===== config.mk =====
export PLATFORM = sky130hd
export DESIGN_NAME = cv32e40s_obi_req_ctrl
export DESIGN_NICKNAME = d
export VERILOG_FILES = /design/src/rtl/cv32e40s_pkg.sv /design/src/rtl/cv32e40s_obi_outstnd_cnt.sv /design/src/rtl/cv32e40s_obi_req_ctrl.sv
export SDC_FILE = /design/constraint.sdc
export NUM_CORES = 1
export LEC_CHECK = 0
export BUFFER_PORTS_ARGS = -buffer_cell sky130_fd_sc_hd__buf_2
export CAP_MARGIN = 10
export CORE_UTILIZATION = 35
export CTS_BUF_LIST = sky130_fd_sc_hd__clkbuf_2
export DETAILED_ROUTE_END_ITERATION = 7
export GPL_ROUTABILITY_DRIVEN = 0
export PLACE_DENSITY = 0.68
export SLEW_MARGIN = 20
export SYNTH_ARGS = -nofsm -noshare
export SYNTH_HDL_FRONTEND = slang
export SYNTH_SLANG_ARGS = --single-unit

===== constraint.sdc =====
create_clock -name clk -period 2.3 [get_ports clk]
set_input_delay 0.46 -clock clk [delete_from_list [all_inputs] [get_ports clk]]
set_output_delay 0.46 -clock clk [all_outputs]
set_load 0.05 [all_outputs]

===== src/rtl/cv32e40s_pkg.sv =====
// Shared types for the OBI request path.
package cv32e40s_pkg;

    // Address-phase state of the OBI request driver
    typedef enum logic {
        IDLE,
        ADDR
    } obi_req_state_e;

    // Transfer fields held stable during the OBI address phase
    typedef struct packed {
        logic        we;
        logic [3:0]  be;
        logic [31:0] wdata;
    } obi_req_fields_t;

endpackage


===== src/rtl/cv32e40s_obi_outstnd_cnt.sv =====
// Up/down counter of granted-but-unresponded OBI transfers, with a flag for
// responses that arrive while nothing is outstanding.
module cv32e40s_obi_outstnd_cnt #(
    parameter int unsigned MAX_OUTSTANDING = 2,
    parameter int unsigned CNT_W           = $clog2(MAX_OUTSTANDING + 1)
) (
    input  logic             clk,
    input  logic             rst,
    input  logic             inc_i,
    input  logic             rvalid_i,
    output logic [CNT_W-1:0] cnt_o,
    output logic [CNT_W-1:0] cnt_next_o,
    output logic             protocol_err_o
);

    logic [CNT_W-1:0] cnt_q;
    logic [CNT_W-1:0] cnt_d;

    // Next count: +grant -response; a stray response never takes it below zero
    always_comb begin
        cnt_d = cnt_q;
        if (inc_i && !rvalid_i) begin
            cnt_d = cnt_q + CNT_W'(1);
        end else if (!inc_i && rvalid_i && (cnt_q != '0)) begin
            cnt_d = cnt_q - CNT_W'(1);
        end
    end

    // Count register
    always_ff @(posedge clk or posedge rst) begin
        if (rst) begin
            cnt_q <= '0;
        end else begin
            cnt_q <= cnt_d;
        end
    end

    assign cnt_o          = cnt_q;
    assign cnt_next_o     = cnt_d;
    assign protocol_err_o = rvalid_i && (cnt_q == '0);

endmodule


===== src/rtl/cv32e40s_obi_req_ctrl.sv =====
// OBI address-phase driver: registers one transfer, holds it until granted,
// generates request parity, checks grant parity and bounds outstanding transfers.
module cv32e40s_obi_req_ctrl
    import cv32e40s_pkg::*;
#(
    parameter int unsigned MAX_OUTSTANDING = 2,
    parameter int unsigned ADDR_W          = 32
) (
    input  logic                                   clk,
    input  logic                                   rst,
    input  logic                                   trans_valid_i,
    output logic                                   trans_ready_o,
    input  logic [ADDR_W-1:0]                      trans_addr_i,
    input  logic                                   trans_we_i,
    input  logic [3:0]                             trans_be_i,
    input  logic [31:0]                            trans_wdata_i,
    output logic                                   obi_req_o,
    output logic                                   obi_reqpar_o,
    input  logic                                   obi_gnt_i,
    input  logic                                   obi_gntpar_i,
    output logic [ADDR_W-1:0]                      obi_addr_o,
    output logic                                   obi_we_o,
    output logic [3:0]                             obi_be_o,
    output logic [31:0]                            obi_wdata_o,
    input  logic                                   obi_rvalid_i,
    output logic                                   gntpar_err_o,
    output logic [$clog2(MAX_OUTSTANDING+1)-1:0]   outstnd_cnt_o,
    output logic                                   protocol_err_o
);

    localparam int unsigned            CNT_W   = $clog2(MAX_OUTSTANDING + 1);
    localparam logic [CNT_W-1:0]       MAX_CNT = CNT_W'(MAX_OUTSTANDING);

    obi_req_state_e    state_q, state_d;
    logic [ADDR_W-1:0] addr_q;
    obi_req_fields_t   fields_q;
    logic [CNT_W-1:0]  cnt_next;
    logic              accept;

    cv32e40s_obi_outstnd_cnt #(
        .MAX_OUTSTANDING (MAX_OUTSTANDING),
        .CNT_W           (CNT_W)
    ) u_outstnd_cnt (
        .clk            (clk),
        .rst            (rst),
        .inc_i          (obi_req_o && obi_gnt_i),
        .rvalid_i       (obi_rvalid_i),
        .cnt_o          (outstnd_cnt_o),
        .cnt_next_o     (cnt_next),
        .protocol_err_o (protocol_err_o)
    );

    // Ready depends only on req, gnt and the projected count, never on trans_*
    assign trans_ready_o = (!obi_req_o || obi_gnt_i) && (cnt_next < MAX_CNT);
    assign accept        = trans_valid_i && trans_ready_o;

    // Next state: an accept always (re)enters ADDR; a grant alone returns to IDLE
    always_comb begin
        state_d = state_q;
        unique case (state_q)
            IDLE: if (accept) state_d = ADDR;
            ADDR: begin
                if (accept) begin
                    state_d = ADDR;
                end else if (obi_gnt_i) begin
                    state_d = IDLE;
                end
            end
            default: state_d = IDLE;
        endcase
    end

    // State and held address-phase fields; fields load only on accept
    always_ff @(posedge clk or posedge rst) begin
        if (rst) begin
            state_q  <= IDLE;
            addr_q   <= '0;
            fields_q <= '0;
        end else begin
            state_q <= state_d;
            if (accept) begin
                addr_q         <= trans_addr_i;
                fields_q.we    <= trans_we_i;
                fields_q.be    <= trans_be_i;
                fields_q.wdata <= trans_wdata_i;
            end
        end
    end

    assign obi_req_o    = (state_q == ADDR);
    assign obi_reqpar_o = ~obi_req_o;
    assign obi_addr_o   = addr_q;
    assign obi_we_o     = fields_q.we;
    assign obi_be_o     = fields_q.be;
    assign obi_wdata_o  = fields_q.wdata;

    // Grant parity is odd: a match between gnt and gntpar is an error
    assign gntpar_err_o = (obi_gntpar_i == obi_gnt_i);

    // Address phase must not change until granted
    a_stable_fields : assert property (@(posedge clk) disable iff (rst)
        (obi_req_o && !obi_gnt_i) |=> (obi_req_o && $stable(obi_addr_o) && $stable(obi_we_o) &&
                                       $stable(obi_be_o) && $stable(obi_wdata_o)));

    a_cnt_bound : assert property (@(posedge clk) disable iff (rst)
        outstnd_cnt_o <= MAX_CNT);

    a_reqpar : assert property (@(posedge clk) obi_reqpar_o == ~obi_req_o);

endmodule


[Yosys cells after proc, flatten, opt, wreduce, memory -nomap -nowiden]
Index checks and enable logic that the tools add are counted.
Storage, ports and cells
  register bits: 72
  input port bits: 75
Operators by class
  add/sub/neg operators: 2
  order comparisons: 1
  eq/ne operators: 1
  multiplexer cells: 6
  bitwise gates (word level): 1
  reduce and logical (&&, ||, !) cells: 13
Operators with widths (number)
  $logic_and A1 B1 Y1: 7
  $mux W2: 2
  $logic_not A1 Y1: 3
  $mux W1: 3
  $add A2 B1 Y2 const B: 1
  $logic_not A2 Y1: 1
  $lt A2 B2 Y1 const B: 1
  $pmux W1 S2: 1
  $reduce_bool A2 Y1: 1
  $sub A2 B1 Y2 const B: 1
  $eq A1 B1 Y1: 1
  $logic_or A1 B1 Y1: 1
  $not A1 Y1: 1

[Depth between registers and ports, before layout]
Gate-level depths: netlist of the first run.
  depth after elaboration: 11
  depth in mapped cells: 8
  mapped depth without buffers: 6

[By module]
A second synthesis of the first run with hierarchy kept.
Unflattened totals
  cell total of the unflattened synthesis: 171
  area, all modules: 2835.2 um2
By module, submodules not included
  cv32e40s_obi_req_ctrl: instances 1, cells each 155, area each 2697.6 um2
  cv32e40s_obi_outstnd_cnt: instances 1, cells each 16, area each 137.6 um2

[Worst setup path before layout of the first run]
OpenSTA, ideal clock, no wires.
  path type: flip-flop to output port
  from: register u_outstnd_cnt.cnt_q[1] (netlist: u_outstnd_cnt.cnt_o[1])
  to: output port trans_ready_o
  data arrival time: 2.089 ns
  path slack: -0.249 ns
  cell stages (with the launch flop): 6
  buffers on the path: 0
  path through: dfrtp_1 -> inv_1 -> ha_1 -> nand2_1 -> o32ai_1 -> or4_1
On the way
  cells in the longest elaborated chain, start to end: 6
  elaborated cells between the ends (all ways): 8
  those cells by class: 2 x add/sub; 1 x order compare; 2 x mux; 3 x reduce/logical
RTL lines
  from (decl): line cv32e40s_obi_outstnd_cnt.sv:16  | logic [CNT_W-1:0] cnt_q;
  from (signal assigned): line cv32e40s_obi_outstnd_cnt.sv:34  | cnt_q <= cnt_d;
  parallel branches: the longest is 3 deep, another holds $sub A2 B1 Y2
  $mux W2 *: line cv32e40s_obi_outstnd_cnt.sv:22  | if (inc_i && !rvalid_i) begin
  $lt A2 B2 Y1 *: line cv32e40s_obi_req_ctrl.sv:54  | assign trans_ready_o = (!obi_req_o || obi_gnt_i) && (cnt_next < MAX_CNT);
  $logic_and A1 B1 Y1 *: line cv32e40s_obi_req_ctrl.sv:54
  to (decl): line cv32e40s_obi_req_ctrl.sv:12  | output logic trans_ready_o,
Mark *: on every way between the ends.

[Final worst setup path of the first run]
Same ends and word-level chain as after synthesis.

==> summary.md, run 1 <==
| Metric | Value |
|---|---|
| Fmax | `~400 MHz` |
| CP startpoint kind | `flop` |
| Mapped Area | `2808 um^2` |
| Worst Hold Depth | `2` |
| Routed length per instance | `13.71 um` |
| Sink Count | `72` |
| DR vias/cell | `4.518` |
| Setup WS post-layout | `-0.2104 ns` |
| Starting Density | `36.33%` |
| Share of the synthesized area in the top cell type | `64.17%` |
| Antenna violations before repair | `0` |
| Worst Path Required | `1.84 ns` |
| Diodes inserted | `0` |
| Wirelength, routed | `6.197 mm` |
| Iter 0 DRT Violations | `32` |
| Reg2reg end | `obi_addr_o[18]` |
| Tmin final | `roughly 2.5 ns` |
| DR vias | `2042` |
| Reg-to-Reg Start | `u_outstnd_cnt.cnt_o[1]` |
| Placed insts | `around 420` |
| Worst-margin pin slew | `about 0.61 ns` |
| Pre-Repair DR Iteration Count | `4` |
| # rows | `32` |
| Placed Area | `between 3000 and 4000 um^2` |
| Biggest fanout along the worst timing path | `3` |
| Status | `complete, but fails checks` |
| First-pass GRT wire length | `9.646 mm` |
| Residual DRC count | `0` |
| Kind of end point of the critical path | `output port` |
| Final setup fails | `1` |
| Max-cap violations | `0` |
| Slew Limit Fails | `0` |
| Post-Syn Instances | `roughly 180` |
| Worst Hold End | `obi_addr_o[17]` |
| Die H | `between 90 and 100 um` |
| Fin nets | `421` |
| CTS Buffer Depth | `2` |
| Syn Nets | `252` |
| Syn avg cell area | `around 16 um^2` |
| Critical path data arrival time | `2.05 ns` |
| FF+latch count, synth | `72` |
| Synth top area cells | `dfrtp_1, mux2_2, mux2_1, buf_2, o41ai_4` |
| CTS tree | `built` |
| CTS clk-pin slew, worst paths | `0.20 ns` |
| Detailed Place HPWL | `between 4 and 5 mm` |
| Clock skew | `0.02115 ns` |
| H-tree depth | `3` |
| Clock root buffer | `clkbuf_2` |
| Vias in the first global route | `2070` |
| Area leader, netlist | `dfrtp_1` |
| Library cells used by synthesis | `23` |
| Sequential-to-total area share from yosys stat | `64.17%` |
| DIE WIDTH | `91.57 um` |
| Most common cell after layout, fill and taps aside | `buf_2` |
| Share of layout cells above drive strength 1 | `71.71%` |
| ANT nets after route | `0` |
| Number of I/O pins | `between 150 and 200` |
| Hold WC Path Type | `input port to flop` |
| RSZ-0062 raised after global routing | `true` |
| Post-route cell area | `4060 um^2` |
| Area Growth Syn to Fin | `44.61%` |
| Worst-Skew Late Latency | `around 0.48 ns` |
| Rel. slew slack | `between 50% and 60%` |
| Yosys Warn Count | `0` |
| Hold_sp | `trans_addr_i[17]` |
| Largest net degree at the start of global routing | `47` |
| R2R setup slack | `roughly 0.050 ns` |
| Port Buffers | `150` |
| Reg2reg path depth | `9` |
| GRT overflow | `0` |
| CTS Buf Count | `9` |
| Critical path type | `flop to output port` |
| Tot GR Track Use | `14.92%` |
| Core area | `7727 um^2` |
| Commonest cells after routing, fill and taps aside | `buf_2, dfrtp_1, mux2_2, mux2_1, clkbuf_2` |
| Final hold vios | `0` |
| Crit share post-route | `109.1%` |
| Final core utilization | `between 50% and 60%` |
| Die area | `8384 um^2` |
| Non-Filler Instances | `452` |
| Failing checks | `setup timing` |
-- kinds of logic after synthesis --
family          synth area share [%]
compound gates                 2.585
xor+xnor                      0.6240
fa+ha+maj                     0.4456
buf+inv                        2.406
flops                          64.17
mux                            27.67
simple gates                   2.095
-- worst max-delay path: stages (launching register included) --
cell and delay, ns:
dfrtp_2 0.44, inv_2 0.08, ha_4 0.21, nand2_4 0.06, o32ai_4 0.07, or4_4 0.55
buf_8 0.17
-- through the flow --
stage | TNS [ns] | setup slack, ns | hold WS (ns)
floorplan | -0.01297 | -0.01297 | 0.5917
global placement | 0 | 0.1621 | 0.4723
detailed placement | 0 | 0.09181 | 0.4791
CTS | -0.2762 | -0.2762 | 0.1029
global route | -0.5899 | -0.3389 | 0.08869
finish | -0.2104 | -0.2104 | 0.1660
-- layer usage --
metal | GRT usage (%) | vias up | wire length, um
li1 | - | 962 | -
met1 | 17.61 | 970 | 2535
met2 | 23.87 | 97 | 3031
met3 | 5.611 | 13 | 513
met4 | 7.275 | 0 | 116
met5 | 0 | - | 0
-- how the worst max path moves through the flow --
stage,cells past startpoint,slack [ns],from,to
finish,6,-0.21,u_outstnd_cnt.cnt_o[1],trans_ready_o
global placement,7,0.16,u_outstnd_cnt.cnt_o[1],obi_addr_o[15]
floorplan,5,-0.01,u_outstnd_cnt.cnt_o[1],trans_ready_o
CTS,6,-0.28,u_outstnd_cnt.cnt_o[1],trans_ready_o
global route,6,-0.34,u_outstnd_cnt.cnt_o[0],trans_ready_o
detailed placement,7,0.09,u_outstnd_cnt.cnt_o[1],obi_addr_o[13]
-- flip-flops by register name, summed over array words and instances (netlist names) --
name and count:
obi_req_o 1, obi_addr_o 32, u_outstnd_cnt.cnt_o 2, obi_we_o 1, obi_be_o 4, obi_wdata_o 32
-- synthesized netlist by cell type (all sizes together) --
cell / instances
a211o: 1
a21oi: 2
a32o: 1
and2: 1
and3: 1
buf: 8
dfrtp: 72
ha: 1
inv: 5
mux2: 69
nand2: 4
nand2b: 1
nor2: 2
nor3: 2
o211ai: 1
o32ai: 1
o41ai: 1
or4: 1
xnor2: 2
-- timing repair --
action / in CTS / in global routing
endpoints found under the hold margin: 10 / 0
gates cloned: 0 / 4
setup endpoints to repair: 1 / 43
resized for setup: 11 / 0
hold buffers: 1 / 0
pin swaps: 4 / 4
setup buffers: 5 / 3
-- layout make-up --
class / count / area (um^2)
clock buffer: 9 / 45.04
clock inverter: 7 / 110.1
fill: 681 / 3667
inverter: 5 / 22.52
multi-input combinational: 91 / 985.9
sequential: 72 / 1805
tap: 102 / 127.6
timing repair buffer: 166 / 963.4
Power of run 1 is left out: the tool's default activity adds up to more than one toggle a clock period on the data nets, which glitch-free logic cannot reach.
==> run 2, diff against run 1 <==
- BUFFER_PORTS_ARGS: -buffer_cell sky130_fd_sc_hd__buf_2 -> unset
- DONT_BUFFER_PORTS: unset -> 1
- PLACE_DENSITY: 0.68 -> unset
==> run 2 against run 1 <==
The run still ends with setup timing left. Global-route usage is 1.5 points lower. Via count down 26%. First-iteration DRC count rose by 38%. Count of clock-buffer cells in the layout rose by 1. Cell count decreased by 34%. Non-clock buffer count fell by 152. Register-to-register slack improved by 0.12 ns. Critical path type unchanged.
==> summary.md, run 2 (same netlist as run 1, synthesis figures left out) <==
| Metric | Value |
|---|---|
| Reg-to-Reg Start | `u_outstnd_cnt.cnt_o[1] (unchanged)` |
| Status | `complete, but fails checks (unchanged)` |
| H-tree depth | `3 (unchanged)` |
| GRT overflow | `0 (unchanged)` |
| Residual DRC count | `0 (unchanged)` |
| Sink Count | `72 (unchanged)` |
| Worst-Skew Late Latency | `0.49 ns (was 0.48 ns)` |
| Number of I/O pins | `151 (unchanged)` |
| Worst path bufs/invs | `2 (unchanged)` |
| Min Hold Slack | `0.07630 ns (was 0.1660 ns)` |
| CTS Buffer Depth | `2 (unchanged)` |
| DIE WIDTH | `91.57 um (unchanged)` |
| Largest net degree at the start of global routing | `44 (was 47)` |
| DR vias | `1512 (was 2042)` |
| Placed Area | `3032 um^2 (was 3717 um^2)` |
| Port Buffers | `0 (was 150)` |
| Die H | `91.57 um (unchanged)` |
| Area Growth Syn to Fin | `15.46% (was 44.61%)` |
| Worst Hold Depth | `1 (was 2)` |
| Max-cap violations | `0 (unchanged)` |
| Wirelength, routed | `5.319 mm (was 6.197 mm)` |
| Routed length per instance | `17.73 um (was 13.71 um)` |
| Core area | `7727 um^2 (unchanged)` |
| Worst Hold End | `obi_addr_o[11] (was obi_addr_o[17])` |
| Hold_sp | `trans_addr_i[11] (was trans_addr_i[17])` |
| Fmax | `395.5 MHz (was 398.3 MHz)` |
| Most common cell after layout, fill and taps aside | `dfrtp_1 (was buf_2)` |
| R2R setup slack | `0.17 ns (was 0.05 ns)` |
| Die area | `8384 um^2 (unchanged)` |
| Rel. slew slack | `46.85% (was 58.98%)` |
| Setup TNS | `-0.2284 ns (was -0.2104 ns)` |
| ANT nets after route | `0 (unchanged)` |
| Reg2reg path depth | `7 (was 9)` |
| Final setup fails | `1 (unchanged)` |
| Final hold vios | `0 (unchanged)` |
| Non-Filler Instances | `300 (was 452)` |
| Worst-margin pin slew | `0.7955 ns (was 0.6140 ns)` |
| Vias in the first global route | `1605 (was 2070)` |
| DR vias/cell | `5.040 (was 4.518)` |
| Post-route cell area | `3242 um^2 (was 4060 um^2)` |
| Slew Limit Fails | `0 (unchanged)` |
| First-pass GRT wire length | `8.390 mm (was 9.646 mm)` |
| Tot GR Track Use | `13.45% (was 14.92%)` |
| Detailed Place HPWL | `3.829 mm (was 4.228 mm)` |
| Clock skew | `0.02821 ns (was 0.02115 ns)` |
| Slowest stage delay, CP | `0.55 ns (about the same)` |
| CP startpoint kind | `flop (unchanged)` |
| Share of layout cells above drive strength 1 | `50.51% (was 71.71%)` |
| Clock root buffer | `clkbuf_2 (unchanged)` |
| Crit path max-delay family | `simple AND/OR/NAND/NOR gates (unchanged)` |
| CTS clk-pin slew, worst paths | `0.20 ns (about the same)` |
| Setup WS post-layout | `-0.2284 ns (was -0.2104 ns)` |
| Reg2reg end | `obi_addr_o[20] (was obi_addr_o[18])` |
| Critical path data arrival time | `2.07 ns (was 2.05 ns)` |
| Critical path type | `flop to output port (unchanged)` |
| Crit share post-route | `109.9% (was 109.1%)` |
| Antenna violations before repair | `0 (unchanged)` |
| CTS tree | `built (unchanged)` |
| Starting Density | `36.33% (unchanged)` |
| CP Cell Sequence | `inv_2 > ha_4 > nand2_4 > o32ai_4 > or4_4 > buf_12 (was inv_2 > ha_4 > nand2_4 > o32ai_4 > or4_4 > buf_8)` |
| Worst Path Required | `1.84 ns (about the same)` |
| Kind of end point of the critical path | `output port (unchanged)` |
| Fin nets | `269 (was 421)` |
| Hold WC Path Type | `input port to flop (unchanged)` |
| Iter 0 DRT Violations | `44 (was 32)` |
| Placed insts | `280 (was 423)` |
| Biggest fanout along the worst timing path | `3 (unchanged)` |
| CTS Buf Count | `9 (unchanged)` |
| Crit-path slowest cell | `or4_4 (unchanged)` |
| # rows | `32 (unchanged)` |
| RSZ-0062 raised after global routing | `true (unchanged)` |
| Diodes inserted | `0 (unchanged)` |
| Pre-Repair DR Iteration Count | `4 (unchanged)` |
| Commonest cells after routing, fill and taps aside | `dfrtp_1, mux2_2, mux2_1, clkbuf_2, buf_4 (was buf_2, dfrtp_1, mux2_2, mux2_1, clkbuf_2)` |
| Tmin final | `2.528 ns (was 2.510 ns)` |
| Fillcell total | `727 (was 681)` |
| Failing checks | `setup timing (unchanged)` |
run 2: per-stage QoR:
stage               utilization, %  worst slack, ns
floorplan                        -         -0.01297
global placement             39.23           0.1620
detailed placement           39.23          0.09126
CTS                          41.73          -0.2960
global route                 41.95          -0.3303
finish                       41.95          -0.2284
run 2: area by class of cell:
| class | count | area (um^2) | share of cell area [%] |
|---|---|---|---|
| Sequential cell | 72 | 1805 | 55.69 |
| Inverter | 5 | 22.52 | 0.6947 |
| Clock inverter | 6 | 83.83 | 2.586 |
| Multi-Input combinational cell | 91 | 988.4 | 30.49 |
| Timing Repair Buffer | 14 | 163.9 | 5.056 |
| Clock buffer | 10 | 50.05 | 1.544 |
| Tap cell | 102 | 127.6 | 3.937 |
run 2: worst max path at each step:
stage | from | end | slack, ns | cells after the start
floorplan | u_outstnd_cnt.cnt_o[1] | trans_ready_o | -0.01 | 5
global placement | u_outstnd_cnt.cnt_o[1] | obi_be_o[1] | 0.16 | 7
detailed placement | u_outstnd_cnt.cnt_o[1] | obi_wdata_o[1] | 0.09 | 7
CTS | u_outstnd_cnt.cnt_o[1] | trans_ready_o | -0.30 | 6
global route | u_outstnd_cnt.cnt_o[1] | trans_ready_o | -0.33 | 6
finish | u_outstnd_cnt.cnt_o[1] | trans_ready_o | -0.23 | 6
run 2: repair_timing:
action	CTS	global route
pin swaps	3	0
hold endpoints to repair	34	1
gates resized for setup	8	2
buffers inserted	2	0
hold buffers	1	1
setup endpoints to repair	1	1
run 2: metal layers:
metal / global-route usage, % / vias up / share of wire [%]
met5: 0 / - / 0
met4: 8.333 / 0 / 2.2
met3: 4.439 / 8 / 7.8
met2: 21.55 / 76 / 50
met1: 15.50 / 777 / 40
li1: - / 651 / -
Power of run 2 is left out for the same reason.
